==> config.mk <==
export PLATFORM = sky130hd
export DESIGN_NAME = dot_matrix_cursor_flat
export DESIGN_NICKNAME = d
export VERILOG_FILES = /design/src/rtl/dot_matrix_pkg.sv /design/src/rtl/dot_matrix_cursor_if.sv /design/src/rtl/dm_key_repeat.sv /design/src/rtl/dot_matrix_cursor.sv /design/src/flat_wrapper.sv
export SDC_FILE = /design/constraint.sdc
export NUM_CORES = 1
export LEC_CHECK = 0
export BUFFER_PORTS_ARGS = -buffer_cell sky130_fd_sc_hd__buf_4
export CAP_MARGIN = 20
export CORE_ASPECT_RATIO = 1.75
export CORE_MARGIN = 2
export CORE_UTILIZATION = 35
export DETAILED_ROUTE_END_ITERATION = 16
export GPL_TIMING_DRIVEN = 0
export SYNTH_ARGS = -nofsm -noshare
export SYNTH_HDL_FRONTEND = slang
export SYNTH_HIERARCHICAL = 1
export SYNTH_SLANG_ARGS = --single-unit
==> constraint.sdc <==
create_clock -name clk -period 3.1 [get_ports clk]
set_input_delay 0.62 -clock clk [delete_from_list [all_inputs] [get_ports clk]]
set_output_delay 0.62 -clock clk [all_outputs]
set_load 0.05 [all_outputs]
==> src/rtl/dot_matrix_pkg.sv <==
// Shared types and helpers for the dot-matrix cursor block.
// Latency: n/a (types, constants and a pure function only).
// Backpressure: n/a.
package dot_matrix_pkg;

  // Power/display sequencing states.
  typedef enum logic [1:0] {
    OFF  = 2'd0,
    INIT = 2'd1,
    RUN  = 2'd2
  } state_t;

  // Direction codes over the button vector {left,down,right,up}.
  localparam logic [3:0] DIR_UP    = 4'b0001;
  localparam logic [3:0] DIR_RIGHT = 4'b0010;
  localparam logic [3:0] DIR_DOWN  = 4'b0100;
  localparam logic [3:0] DIR_LEFT  = 4'b1000;

  // A button vector is a command only when exactly one button is pressed.
  function automatic logic is_onehot4(input logic [3:0] v);
    return (v != 4'b0000) && ((v & (v - 4'b0001)) == 4'b0000);
  endfunction

endpackage

==> src/rtl/dot_matrix_cursor_if.sv <==
// Button inputs and LED/cursor outputs of the dot-matrix cursor block.
// Latency: n/a (wiring only).
// Backpressure: none; buttons are level inputs and outputs are always valid.
interface dot_matrix_cursor_if #(
  parameter int ROWS = 4,
  parameter int COLS = 4
);
  localparam int RW = ($clog2(ROWS) < 1) ? 1 : $clog2(ROWS);
  localparam int CW = ($clog2(COLS) < 1) ? 1 : $clog2(COLS);

  logic                 power;
  logic                 up;
  logic                 down;
  logic                 right;
  logic                 left;
  logic [ROWS*COLS-1:0] frame;
  logic [RW-1:0]        cur_row;
  logic [CW-1:0]        cur_col;
  logic                 moved;
  logic [ROWS-1:0]      scan_row_sel;
  logic [COLS-1:0]      scan_col_data;

  // Button front end / stimulus side.
  modport master (
    output power, up, down, right, left,
    input  frame, cur_row, cur_col, moved, scan_row_sel, scan_col_data
  );

  // Cursor block side.
  modport slave (
    input  power, up, down, right, left,
    output frame, cur_row, cur_col, moved, scan_row_sel, scan_col_data
  );

endinterface

==> src/rtl/dm_key_repeat.sv <==
// Decodes one-hot direction commands and produces move strobes with hold-to-repeat.
// Latency: step is combinational from the sampled buttons (acts at the same edge).
// Backpressure: none; en low discards commands and restarts repeat timing.
module dm_key_repeat
  import dot_matrix_pkg::*;
#(
  parameter int REPEAT_DLY  = 8,
  parameter int REPEAT_RATE = 4
) (
  input  logic       clk,
  input  logic       reset,
  input  logic       en,
  input  logic [3:0] dir_in,
  output logic       step,
  output logic [3:0] step_dir
);
  localparam int RMAX = (REPEAT_DLY > REPEAT_RATE) ? REPEAT_DLY : REPEAT_RATE;
  localparam int CNTW = $clog2(RMAX + 1);

  logic [3:0]      prev_q, prev_d;
  logic [CNTW-1:0] cnt_q, cnt_d;
  logic            rep_q, rep_d;

  // Fire on a fresh command, then after REPEAT_DLY, then every REPEAT_RATE while held.
  always_comb begin
    prev_d   = 4'b0000;
    cnt_d    = '0;
    rep_d    = 1'b0;
    step     = 1'b0;
    step_dir = 4'b0000;
    if (en && is_onehot4(dir_in)) begin
      prev_d   = dir_in;
      step_dir = dir_in;
      if (dir_in != prev_q) begin
        step  = 1'b1;
        cnt_d = CNTW'(1);
      end else if ((!rep_q && cnt_q == CNTW'(REPEAT_DLY)) ||
                   ( rep_q && cnt_q == CNTW'(REPEAT_RATE))) begin
        step  = 1'b1;
        cnt_d = CNTW'(1);
        rep_d = 1'b1;
      end else begin
        rep_d = rep_q;
        // Saturate rather than wrap so a stale count can never alias a fire point.
        cnt_d = (cnt_q == CNTW'(RMAX)) ? cnt_q : cnt_q + 1'b1;
      end
    end
  end

  // Previous command, repeat counter and repeat phase registers.
  always_ff @(posedge clk) begin
    if (reset) begin
      prev_q <= 4'b0000;
      cnt_q  <= '0;
      rep_q  <= 1'b0;
    end else begin
      prev_q <= prev_d;
      cnt_q  <= cnt_d;
      rep_q  <= rep_d;
    end
  end

endmodule

==> src/rtl/dot_matrix_cursor.sv <==
// Single-lit cursor on a ROWS x COLS LED matrix with power sequencing and row-scan drive.
// Latency: one cycle from sampled button to cursor/frame/moved outputs.
// Backpressure: none; commands outside RUN or with power low are discarded.
module dot_matrix_cursor
  import dot_matrix_pkg::*;
#(
  parameter int ROWS        = 4,
  parameter int COLS        = 4,
  parameter bit WRAP        = 1'b1,
  parameter int REPEAT_DLY  = 8,
  parameter int REPEAT_RATE = 4,
  parameter int SCAN_DIV    = 2
) (
  input  logic               clk,
  input  logic               reset,
  dot_matrix_cursor_if.slave bus
);
  localparam int RW = ($clog2(ROWS) < 1) ? 1 : $clog2(ROWS);
  localparam int CW = ($clog2(COLS) < 1) ? 1 : $clog2(COLS);
  localparam int SW = ($clog2(SCAN_DIV) < 1) ? 1 : $clog2(SCAN_DIV);
  localparam logic [RW-1:0] ROW_LAST = RW'(ROWS - 1);
  localparam logic [CW-1:0] COL_LAST = CW'(COLS - 1);

  state_t          state_q, state_d;
  logic [RW-1:0]   row_q, row_d, row_n;
  logic [CW-1:0]   col_q, col_d, col_n;
  logic            moved_q, moved_d;
  logic [SW-1:0]   div_q, div_d;
  logic [RW-1:0]   idx_q, idx_d;
  logic            key_en;
  logic            step;
  logic [3:0]      step_dir;
  logic            display_on;
  logic [ROWS*COLS-1:0] frame_w;
  logic [ROWS-1:0] sel_w;
  logic [COLS-1:0] data_w;

  assign key_en = (state_q == RUN) && bus.power;

  dm_key_repeat #(
    .REPEAT_DLY  (REPEAT_DLY),
    .REPEAT_RATE (REPEAT_RATE)
  ) u_key (
    .clk      (clk),
    .reset    (reset),
    .en       (key_en),
    .dir_in   ({bus.left, bus.down, bus.right, bus.up}),
    .step     (step),
    .step_dir (step_dir)
  );

  // Power sequencing: OFF -> INIT -> RUN, with power low forcing OFF from anywhere.
  always_comb begin
    state_d = state_q;
    case (state_q)
      OFF:     if (bus.power) state_d = INIT;
      INIT:    state_d = RUN;
      RUN:     state_d = RUN;
      default: state_d = OFF;
    endcase
    if (!bus.power) state_d = OFF;
  end

  // Candidate position for the requested direction; edges compare against the last index explicitly.
  always_comb begin
    row_n = row_q;
    col_n = col_q;
    if (step_dir == DIR_UP) begin
      if (row_q == '0) row_n = WRAP ? ROW_LAST : row_q;
      else             row_n = row_q - 1'b1;
    end else if (step_dir == DIR_DOWN) begin
      if (row_q == ROW_LAST) row_n = WRAP ? '0 : row_q;
      else                   row_n = row_q + 1'b1;
    end else if (step_dir == DIR_LEFT) begin
      if (col_q == '0) col_n = WRAP ? COL_LAST : col_q;
      else             col_n = col_q - 1'b1;
    end else if (step_dir == DIR_RIGHT) begin
      if (col_q == COL_LAST) col_n = WRAP ? '0 : col_q;
      else                   col_n = col_q + 1'b1;
    end
  end

  // Cursor only moves while staying in RUN; every other path parks it at (0,0).
  always_comb begin
    row_d   = '0;
    col_d   = '0;
    moved_d = 1'b0;
    if (state_q == RUN && state_d == RUN) begin
      row_d = row_q;
      col_d = col_q;
      if (step) begin
        row_d   = row_n;
        col_d   = col_n;
        moved_d = (row_n != row_q) || (col_n != col_q);
      end
    end
  end

  // Scan divider and row index run only while the display is and stays on.
  always_comb begin
    div_d = '0;
    idx_d = '0;
    if (state_q != OFF && state_d != OFF) begin
      idx_d = idx_q;
      if (div_q == SW'(SCAN_DIV - 1)) begin
        idx_d = (idx_q == ROW_LAST) ? '0 : idx_q + 1'b1;
      end else begin
        div_d = div_q + 1'b1;
      end
    end
  end

  // State, cursor, moved pulse and scan counters.
  always_ff @(posedge clk) begin
    if (reset) begin
      state_q <= OFF;
      row_q   <= '0;
      col_q   <= '0;
      moved_q <= 1'b0;
      div_q   <= '0;
      idx_q   <= '0;
    end else begin
      state_q <= state_d;
      row_q   <= row_d;
      col_q   <= col_d;
      moved_q <= moved_d;
      div_q   <= div_d;
      idx_q   <= idx_d;
    end
  end

  assign display_on = (state_q != OFF);

  // One-hot image at the cursor and the row slice currently being scanned.
  always_comb begin
    frame_w = '0;
    sel_w   = '0;
    data_w  = '0;
    for (int r = 0; r < ROWS; r++) begin
      for (int c = 0; c < COLS; c++) begin
        frame_w[r*COLS + c] = display_on && (row_q == RW'(r)) && (col_q == CW'(c));
      end
    end
    for (int r = 0; r < ROWS; r++) begin
      if (display_on && idx_q == RW'(r)) begin
        sel_w[r] = 1'b1;
        data_w   = frame_w[r*COLS +: COLS];
      end
    end
  end

  assign bus.frame         = frame_w;
  assign bus.cur_row       = row_q;
  assign bus.cur_col       = col_q;
  assign bus.moved         = moved_q;
  assign bus.scan_row_sel  = sel_w;
  assign bus.scan_col_data = data_w;

endmodule

==> src/flat_wrapper.sv <==
// flat-port wrapper written by rule: the top's interface ports become plain ports
module dot_matrix_cursor_flat import dot_matrix_pkg::*;
#(
  parameter int ROWS        = 4,
  parameter int COLS        = 4,
  parameter bit WRAP        = 1'b1,
  parameter int REPEAT_DLY  = 8,
  parameter int REPEAT_RATE = 4,
  parameter int SCAN_DIV    = 2
)
  (clk, reset, bus_power, bus_up, bus_down, bus_right, bus_left, bus_frame, bus_cur_row, bus_cur_col, bus_moved, bus_scan_row_sel, bus_scan_col_data);
  dot_matrix_cursor_if #(.ROWS(ROWS), .COLS(COLS)) bus_i ();
  input  logic clk;
  input  logic reset;
  input wire logic [$bits(bus_i.power)-1:0] bus_power;
  input wire logic [$bits(bus_i.up)-1:0] bus_up;
  input wire logic [$bits(bus_i.down)-1:0] bus_down;
  input wire logic [$bits(bus_i.right)-1:0] bus_right;
  input wire logic [$bits(bus_i.left)-1:0] bus_left;
  output wire logic [$bits(bus_i.frame)-1:0] bus_frame;
  output wire logic [$bits(bus_i.cur_row)-1:0] bus_cur_row;
  output wire logic [$bits(bus_i.cur_col)-1:0] bus_cur_col;
  output wire logic [$bits(bus_i.moved)-1:0] bus_moved;
  output wire logic [$bits(bus_i.scan_row_sel)-1:0] bus_scan_row_sel;
  output wire logic [$bits(bus_i.scan_col_data)-1:0] bus_scan_col_data;
  assign bus_i.power = bus_power;
  assign bus_i.up = bus_up;
  assign bus_i.down = bus_down;
  assign bus_i.right = bus_right;
  assign bus_i.left = bus_left;
  assign bus_frame = bus_i.frame;
  assign bus_cur_row = bus_i.cur_row;
  assign bus_cur_col = bus_i.cur_col;
  assign bus_moved = bus_i.moved;
  assign bus_scan_row_sel = bus_i.scan_row_sel;
  assign bus_scan_col_data = bus_i.scan_col_data;
  dot_matrix_cursor #(.ROWS(ROWS), .COLS(COLS), .WRAP(WRAP), .REPEAT_DLY(REPEAT_DLY), .REPEAT_RATE(REPEAT_RATE), .SCAN_DIV(SCAN_DIV)) u_core (.clk(clk), .reset(reset), .bus(bus_i));
endmodule
==> impl_results.md, run 1 <==
- Outcome: completed
- Input/output buffers: 35
- Met2 wire length: 1860 µm
- XOR/XNOR Fraction of Synth Area: 5.79%
- MaxCap Viol Count: 0
- Root Buffer: clkbuf_8
- Largest area contributor in the netlist: dfxtp_1
- Hold Fails Final Rpt: 0
- Post-CTS Resized: 0
- DP HPWL: 2760 µm
- Vias per inst: 5.09
- Max Used Layer: met4
- 1st-iter DRT viols: 32
- Tcrit/Tclk final: 85.8%
- Initial antenna violation count: 0
- Grt ovf: 0
- Crit start category: flip-flop
- Yosys warning total: 6
- NumNets Final: 247
- Final Slew Violations: 0
- Layout cells sized above 1: 22.2%
- Core area: 4150 µm²
- Synth Area in Compound Gates: 14.4%
- Setup CP Type: flip-flop to output port
- Post-synthesis to final-layout area growth: 24.6%
- Most common cell after layout, fill and taps aside: buf_4
- Cell Area, Synth: 1510 µm²
- Most frequent CP cell: a21oi_1
- CTS tree: built
- Num Clock Sinks: 19
- Post-synthesis simple-gate area fraction: 35.0%
- Max Fclk: 376 MHz
- Die width: 53.7 µm
- Worst-path fanout max: 7
- Max stage delay on crit path: 0.47 ns
- Avg WL per Cell: 12.8 µm
- Most frequent cells in the layout: buf_4 (35), and2_1 (19), dfxtp_1 (19), ha_1 (18), inv_1 (12)
- Multi-input gate area: 1080 µm²
- Top-area cell type share of the netlist area: 25.1%
- Synth area leaders: dfxtp_1 (25%), ha_1 (15%), and2_1 (7.9%)
- Yosys reg bits: 19
- Ys async rst share: 0%
- Number of synthesized flops with an enable pin: 0
- Worst-Skew Late Latency: 0.26 ns
- Met3 WL: 156 µm
- Critical path cell sequence: ha_1, a21oi_1, a221oi_1, a21oi_1, nor3b_1, buf_4
- Final WL: 3450 µm
- Sequential area share after synthesis: 25.1%
- First-pass GRT wire length: 5600 µm
- GRT Util Overall: 15.1%
- Worst setup margin: 0.440 ns
- Die footprint: 4890 µm²
- # IOs: 36
- Top_reg_cell synth: dfxtp_1
- DR vias: 1375
- Final instance area: 1890 µm²
- WP buf/inv: 1
- Worst Path Arrival: 2.04 ns
- Largest family of logic cells by synthesized area: simple AND/OR/NAND/NOR gates
- # setup viols final: 0
- Slew HR: 69.2%
- Pwr dens: 256 nW/µm²
- Clock Skews: 0.00371 ns
- Avg Inst Size Synth: 8.32 µm²
- CP top delay family: compound AO/OA/AOI/OAI gates
- DR pass1 iterations: 4
- Setup Fix Bufs, Post-CTS: 0
- Storage cell area: 380 µm²
- Largest net degree at the start of global routing: 13
- Ant. Diodes: 0
- Yosys cell types: 46
- CP endpoint kind: output port
- Num CTS Buffers: 3
- Critical Path RT: 2.48 ns
- Mapped Cells: 182
- Clock slew at reported path FFs: 0.08 ns
- Die H: 91.0 µm
- Final min period: 2.66 ns
- RSZ-0062 raised after global routing: no
- LEAKAGE: 0.810 nW
- Antenna-violating nets left: 0
- Synth Net Count: 207
- Starting Density: 36.5%
- Hold Path Class: flip-flop to flip-flop
- Vias in the first global route: 1262
- Max stage delay cell, worst path: dfxtp_1
- CTS hold repair buffers: 0
- Slew of the pin with the lowest slew margin: 0.462 ns
- Row count: 31
- Placed standard-cell area: 1840 µm²
- Setup Slack @ Placement: 0.370 ns
- Post-route DRC violation count: 0
- Adder-cell area share of the yosys netlist: 14.9%
- Wl on met1: 1380 µm
- VDD IR max: 0.273 mV
- Fillers: 426
- Final GP Congestion: 0.761
- Post-synthesis mux area share: 1.32%
- Clock Path Buffers: 2
- H-tree levels: 1
state kept, by name, indices dropped and copies added, names as in the netlist:
| name | cells |
|---|---|
| u_core/bus.cur_col | 2 |
| u_core/bus.cur_row | 2 |
| u_core/bus.moved | 1 |
| u_core/div_q | 1 |
| u_core/idx_q | 2 |
| u_core/state_q | 2 |
| u_core/u_key/cnt_q | 4 |
| u_core/u_key/prev_q | 4 |
| u_core/u_key/rep_q | 1 |
synthesized netlist by cell type (all sizes together) (3+ instances only):
cell type,n
nand2,9
nand2b,6
a21oi,8
and2,23
o21ai,9
dfxtp,19
and3,6
ha,18
nor2,9
inv,13
xnor2,3
nor2b,11
xor2,7
nor3b,7
worst register-to-register path, delay by kind of cell, from the launching register on:
kind                     cells  cell delay (ns)
AO/OA/AOI/OAI                2             0.46
AND/OR/NAND/NOR              5             1.29
adder cells (fa/ha/maj)      1             0.18
buffers and inverters        1             0.09
flip-flops                   1             0.30
kinds of logic (layout without fill, tap and decap cells):
family                     after synthesis  after routing
adders and majority gates               18             18
and+or+nand+nor                         86             86
xor gates and xnor gates                10             10
DFF                                     19             19
muxes                                    2              2
AOI/OAI and AO/OA                       33             33
buffers and inverters                   14             53
through the flow:
| step | power, mW | cells | utilization, % | hold WS (ns) | TNS [ns] |
|---|---|---|---|---|---|
| floorplan | 0.288 | 182 | - | 0.437 | -0.265 |
| global placement | 0.309 | 266 | 44.3 | 0.460 | 0 |
| detailed placement | 0.309 | 266 | 44.3 | 0.473 | 0 |
| CTS | 0.495 | 270 | 45.5 | 0.499 | 0 |
| global route | 0.507 | 270 | 45.5 | 0.540 | 0 |
| finish | 0.484 | 270 | 45.5 | 0.490 | 0 |
area by class of cell:
cell class	instances	share of cell area, %
Sequential cell	19	20.2
Buffer	1	0.199
Tap cell	49	3.25
Clock buffer	3	2.19
Inverter	13	2.59
Timing Repair Buffer	35	13.9
Clock inverter	1	0.398
Multi-Input combinational cell	149	57.3
worst paths after layout:
path	startpoint	to	slack (ns)	cells after the start
worst min register to register	u_core/div_q	u_core/div_q	0.49	1
worst max-delay path	u_core/bus.cur_row[0]	bus_scan_col_data[2]	0.44	6
worst max register to register	u_core/state_q[0]	u_core/bus.moved	0.71	9
worst min-delay path	u_core/div_q	u_core/div_q	0.49	1
layer usage:
metal  vias up  global-route usage (%)
met3         4                    1.64
met2        35                    28.4
met4         0                    7.05
met1       628                    15.3
met5         -                       0
li1        708                       -
power by group:
| part | total [mW] | switching, mW | internal [mW] |
|---|---|---|---|
| Sequential | 0.247 | 0.000993 | 0.246 |
| Clock | 0.181 | 0.0899 | 0.0908 |
| Combinational | 0.0565 | 0.0362 | 0.0204 |
(Power assumes the default switching activity.)
==> run 2: changes to the inputs <==
--- a/config.mk
+++ b/config.mk
@@ -7,11 +7,14 @@
 export LEC_CHECK = 0
 export BUFFER_PORTS_ARGS = -buffer_cell sky130_fd_sc_hd__buf_4
 export CAP_MARGIN = 20
+export CELL_PAD_IN_SITES_DETAIL_PLACEMENT = 0
+export CELL_PAD_IN_SITES_GLOBAL_PLACEMENT = 1
 export CORE_ASPECT_RATIO = 1.75
 export CORE_MARGIN = 2
 export CORE_UTILIZATION = 35
 export DETAILED_ROUTE_END_ITERATION = 16
 export GPL_TIMING_DRIVEN = 0
+export PLACE_DENSITY_LB_ADDON = 0.1
 export SYNTH_ARGS = -nofsm -noshare
 export SYNTH_HDL_FRONTEND = slang
 export SYNTH_HIERARCHICAL = 1
==> run 2 against run 1 <==
  * Final cell count stayed put
  * Worst setup slack worse by 0.059 ns
  * Via count rose by 2.9%
  * Clock skew up 0.00083 ns
  * Die area did not move
  * Flip-flop and latch count unchanged
  * Highest routed layer unchanged
==> impl_results.md, run 2 (synthesis results as in run 1) <==
- DR vias: 1415 (+2.9%)
- Reg-to-reg startpoint: u_core/state_q[0]
- Post-synthesis to final-layout area growth: 24.4%
- Max Fclk: 368 MHz (-2.2%)
- Slew of the pin with the lowest slew margin: 0.448 ns (-0.0147 ns)
- Layout cells sized above 1: 21.7% (-0.45 points)
- Vias per inst: 5.24 (+2.9%)
- CP endpoint kind: output port
- Clock share of power: 37.1% (-0.2 points)
- Vias in the first global route: 1401 (+11%)
- Largest net degree at the start of global routing: 11 (-2)
- Post-CTS Resized: 0 (unchanged)
- Num Clock Sinks: 19 (unchanged)
- Die footprint: 4890 µm² (unchanged)
- Pwr dens: 256 nW/µm² (-0.32%)
- Worst Path Arrival: 2.10 ns (+0.06 ns)
- Slew HR: 70.1% (+0.98 points)
- VDD IR max: 0.204 mV (-25%)
- Most common cell after layout, fill and taps aside: buf_4
- Die H: 91.0 µm (unchanged)
- Pint: 0.358 mW (+0.25%)
- Antenna-violating nets left: 0 (unchanged)
- Clock Path Buffers: 2 (unchanged)
- Final GP Congestion: 0.726 (-4.6%)
- CTS hold repair buffers: 0 (unchanged)
- DR pass1 iterations: 4 (unchanged)
- Most frequent cells in the layout: buf_4 (35), and2_1 (19), dfxtp_1 (19), ha_1 (18), inv_1 (12)
- Final hold slack: 0.474 ns (-0.0155 ns)
- Clock Skews: 0.00454 ns (+0.000829 ns)
- Gate power share: 11.6% (about the same)
- MaxCap Viol Count: 0 (unchanged)
- Capture point of the worst path: bus_scan_col_data[1]
- Setup Fix Bufs, Post-CTS: 0 (unchanged)
- Hold Path Class: flip-flop to flip-flop
- H-tree levels: 1 (unchanged)
- Critical Path RT: 2.48 ns (about the same)
- Worst setup margin: 0.381 ns (-0.0588 ns)
- Switch Pwr: 0.124 mW (-2.7%)
- GRT Util Overall: 16.2% (+1.1 points)
- Row count: 31 (unchanged)
- 1st-iter DRT viols: 23 (-28%)
- Switching Share: 25.7% (-0.57 points)
- Final min period: 2.72 ns (+0.0588 ns)
- Avg WL per Cell: 13.7 µm (+7.1%)
- Final instance area: 1880 µm² (-0.20%)
- Root Buffer: clkbuf_8
- Ant. Diodes: 0 (unchanged)
- Biggest regs: u_core/u_key/cnt_q x4, u_core/u_key/prev_q x4
- LEAKAGE: 0.811 nW (+0.13%)
- Hold Fails Final Rpt: 0 (unchanged)
- Flop-to-flop setup slack: 0.63 ns (-0.08 ns)
- # setup viols final: 0 (unchanged)
- Placed standard-cell area: 1840 µm² (unchanged)
- First-pass GRT wire length: 6090 µm (+8.8%)
- Setup Slack @ Placement: 0.218 ns (-0.152 ns)
- Worst-path fanout max: 7 (unchanged)
- # IOs: 36 (unchanged)
- Tcrit/Tclk final: 87.7% (+1.9 points)
- Crit start category: flip-flop
- Fillers: 438 (+2.8%)
- DP HPWL: 3010 µm (+9.1%)
- Crit Reg-Reg Endpoint: u_core/bus.moved
- Flop pwr share: 51.3% (+0.3 points)
- Post-route DRC violation count: 0 (unchanged)
- Die width: 53.7 µm (unchanged)
- Starting Density: 36.5% (unchanged)
- Setup CP Type: flip-flop to output port
- Hold Path Depth: 1 (unchanged)
- Initial antenna violation count: 0 (unchanged)
- RSZ-0062 raised after global routing: no
- Worst-Skew Late Latency: 0.26 ns (about the same)
- Final WL: 3690 µm (+7.1%)
- NumNets Final: 247 (unchanged)
- Num CTS Buffers: 3 (unchanged)
- Util after Layout: 45.4% (-0.090 points)
- Crit path from: u_core/bus.cur_row[1]
- Outcome: completed
- Grt ovf: 0 (unchanged)
- Reg2reg path depth: 9 (unchanged)
- Pwr Total: 0.481 mW (-0.52%)
- Clock slew at reported path FFs: 0.07 ns (about the same)
- Input/output buffers: 35 (unchanged)
- Core area: 4150 µm² (unchanged)
- CTS tree: built
- Final Slew Violations: 0 (unchanged)
==> run 2: cell types whose count changed in the layout (fill, tap and decap cells not counted), sizes merged <==
cell / delta
clkinvlp: -1
clkbuf: +1
==> run 2: worst min-delay path by stage <==
stage | endpoint | start | slack, ns
2_1_floorplan | u_core/div_q | u_core/div_q | 0.44
3_3_place_gp | u_core/div_q | u_core/div_q | 0.45
3_5_place_dp | u_core/div_q | u_core/div_q | 0.45
4_1_cts | u_core/div_q | u_core/div_q | 0.48
5_1_grt | u_core/div_q | u_core/div_q | 0.52
6_report | u_core/div_q | u_core/div_q | 0.47
==> run 2: worst max-delay path: stages (launching register included) <==
cell and delay, ns:
dfxtp_1 0.48, ha_1 0.32, inv_1 0.08, a221oi_1 0.34, a21oi_1 0.15, nor3b_1 0.23, buf_4 0.23
==> run 2: per-stage QoR <==
stage / std cells / TNS, ns
floorplan: 182 / -0.265
global placement: 266 / 0
detailed placement: 266 / 0
CTS: 270 / 0
global route: 270 / 0
finish: 270 / 0
==> run 2: final cells by class <==
| class | instances | area (µm²) | share of cell area (%) |
|---|---|---|---|
| Multi-Input combinational cell | 149 | 1080 | 57.4 |
| Clock buffer | 4 | 45.0 | 2.39 |
| Timing Repair Buffer | 35 | 263 | 14.0 |
| Sequential cell | 19 | 380 | 20.2 |
| Tap cell | 49 | 61.3 | 3.26 |
| Inverter | 13 | 48.8 | 2.59 |
| Buffer | 1 | 3.75 | 0.199 |
==> run 2: power by group through the flow <==
stage	registers, mW	logic (mW)	clock network (mW)
2_1_floorplan	0.252	0.0357	0
6_report	0.247	0.0560	0.179
5_1_grt	0.247	0.0612	0.192
3_3_place_gp	0.252	0.0556	0
4_1_cts	0.247	0.0569	0.183
3_5_place_dp	0.253	0.0568	0
==> run 2: per-layer routing <==
metal  share of wire, %  GRT usage (%)  routed length [µm]  up-vias
met2                 57           31.1                2100       43
met5                  0              0                   0        -
li1                   -              -                   -      704
met3                4.3           2.14                 159        7
met1                 37           15.8                1360      661
met4                1.9           6.84                  72        0
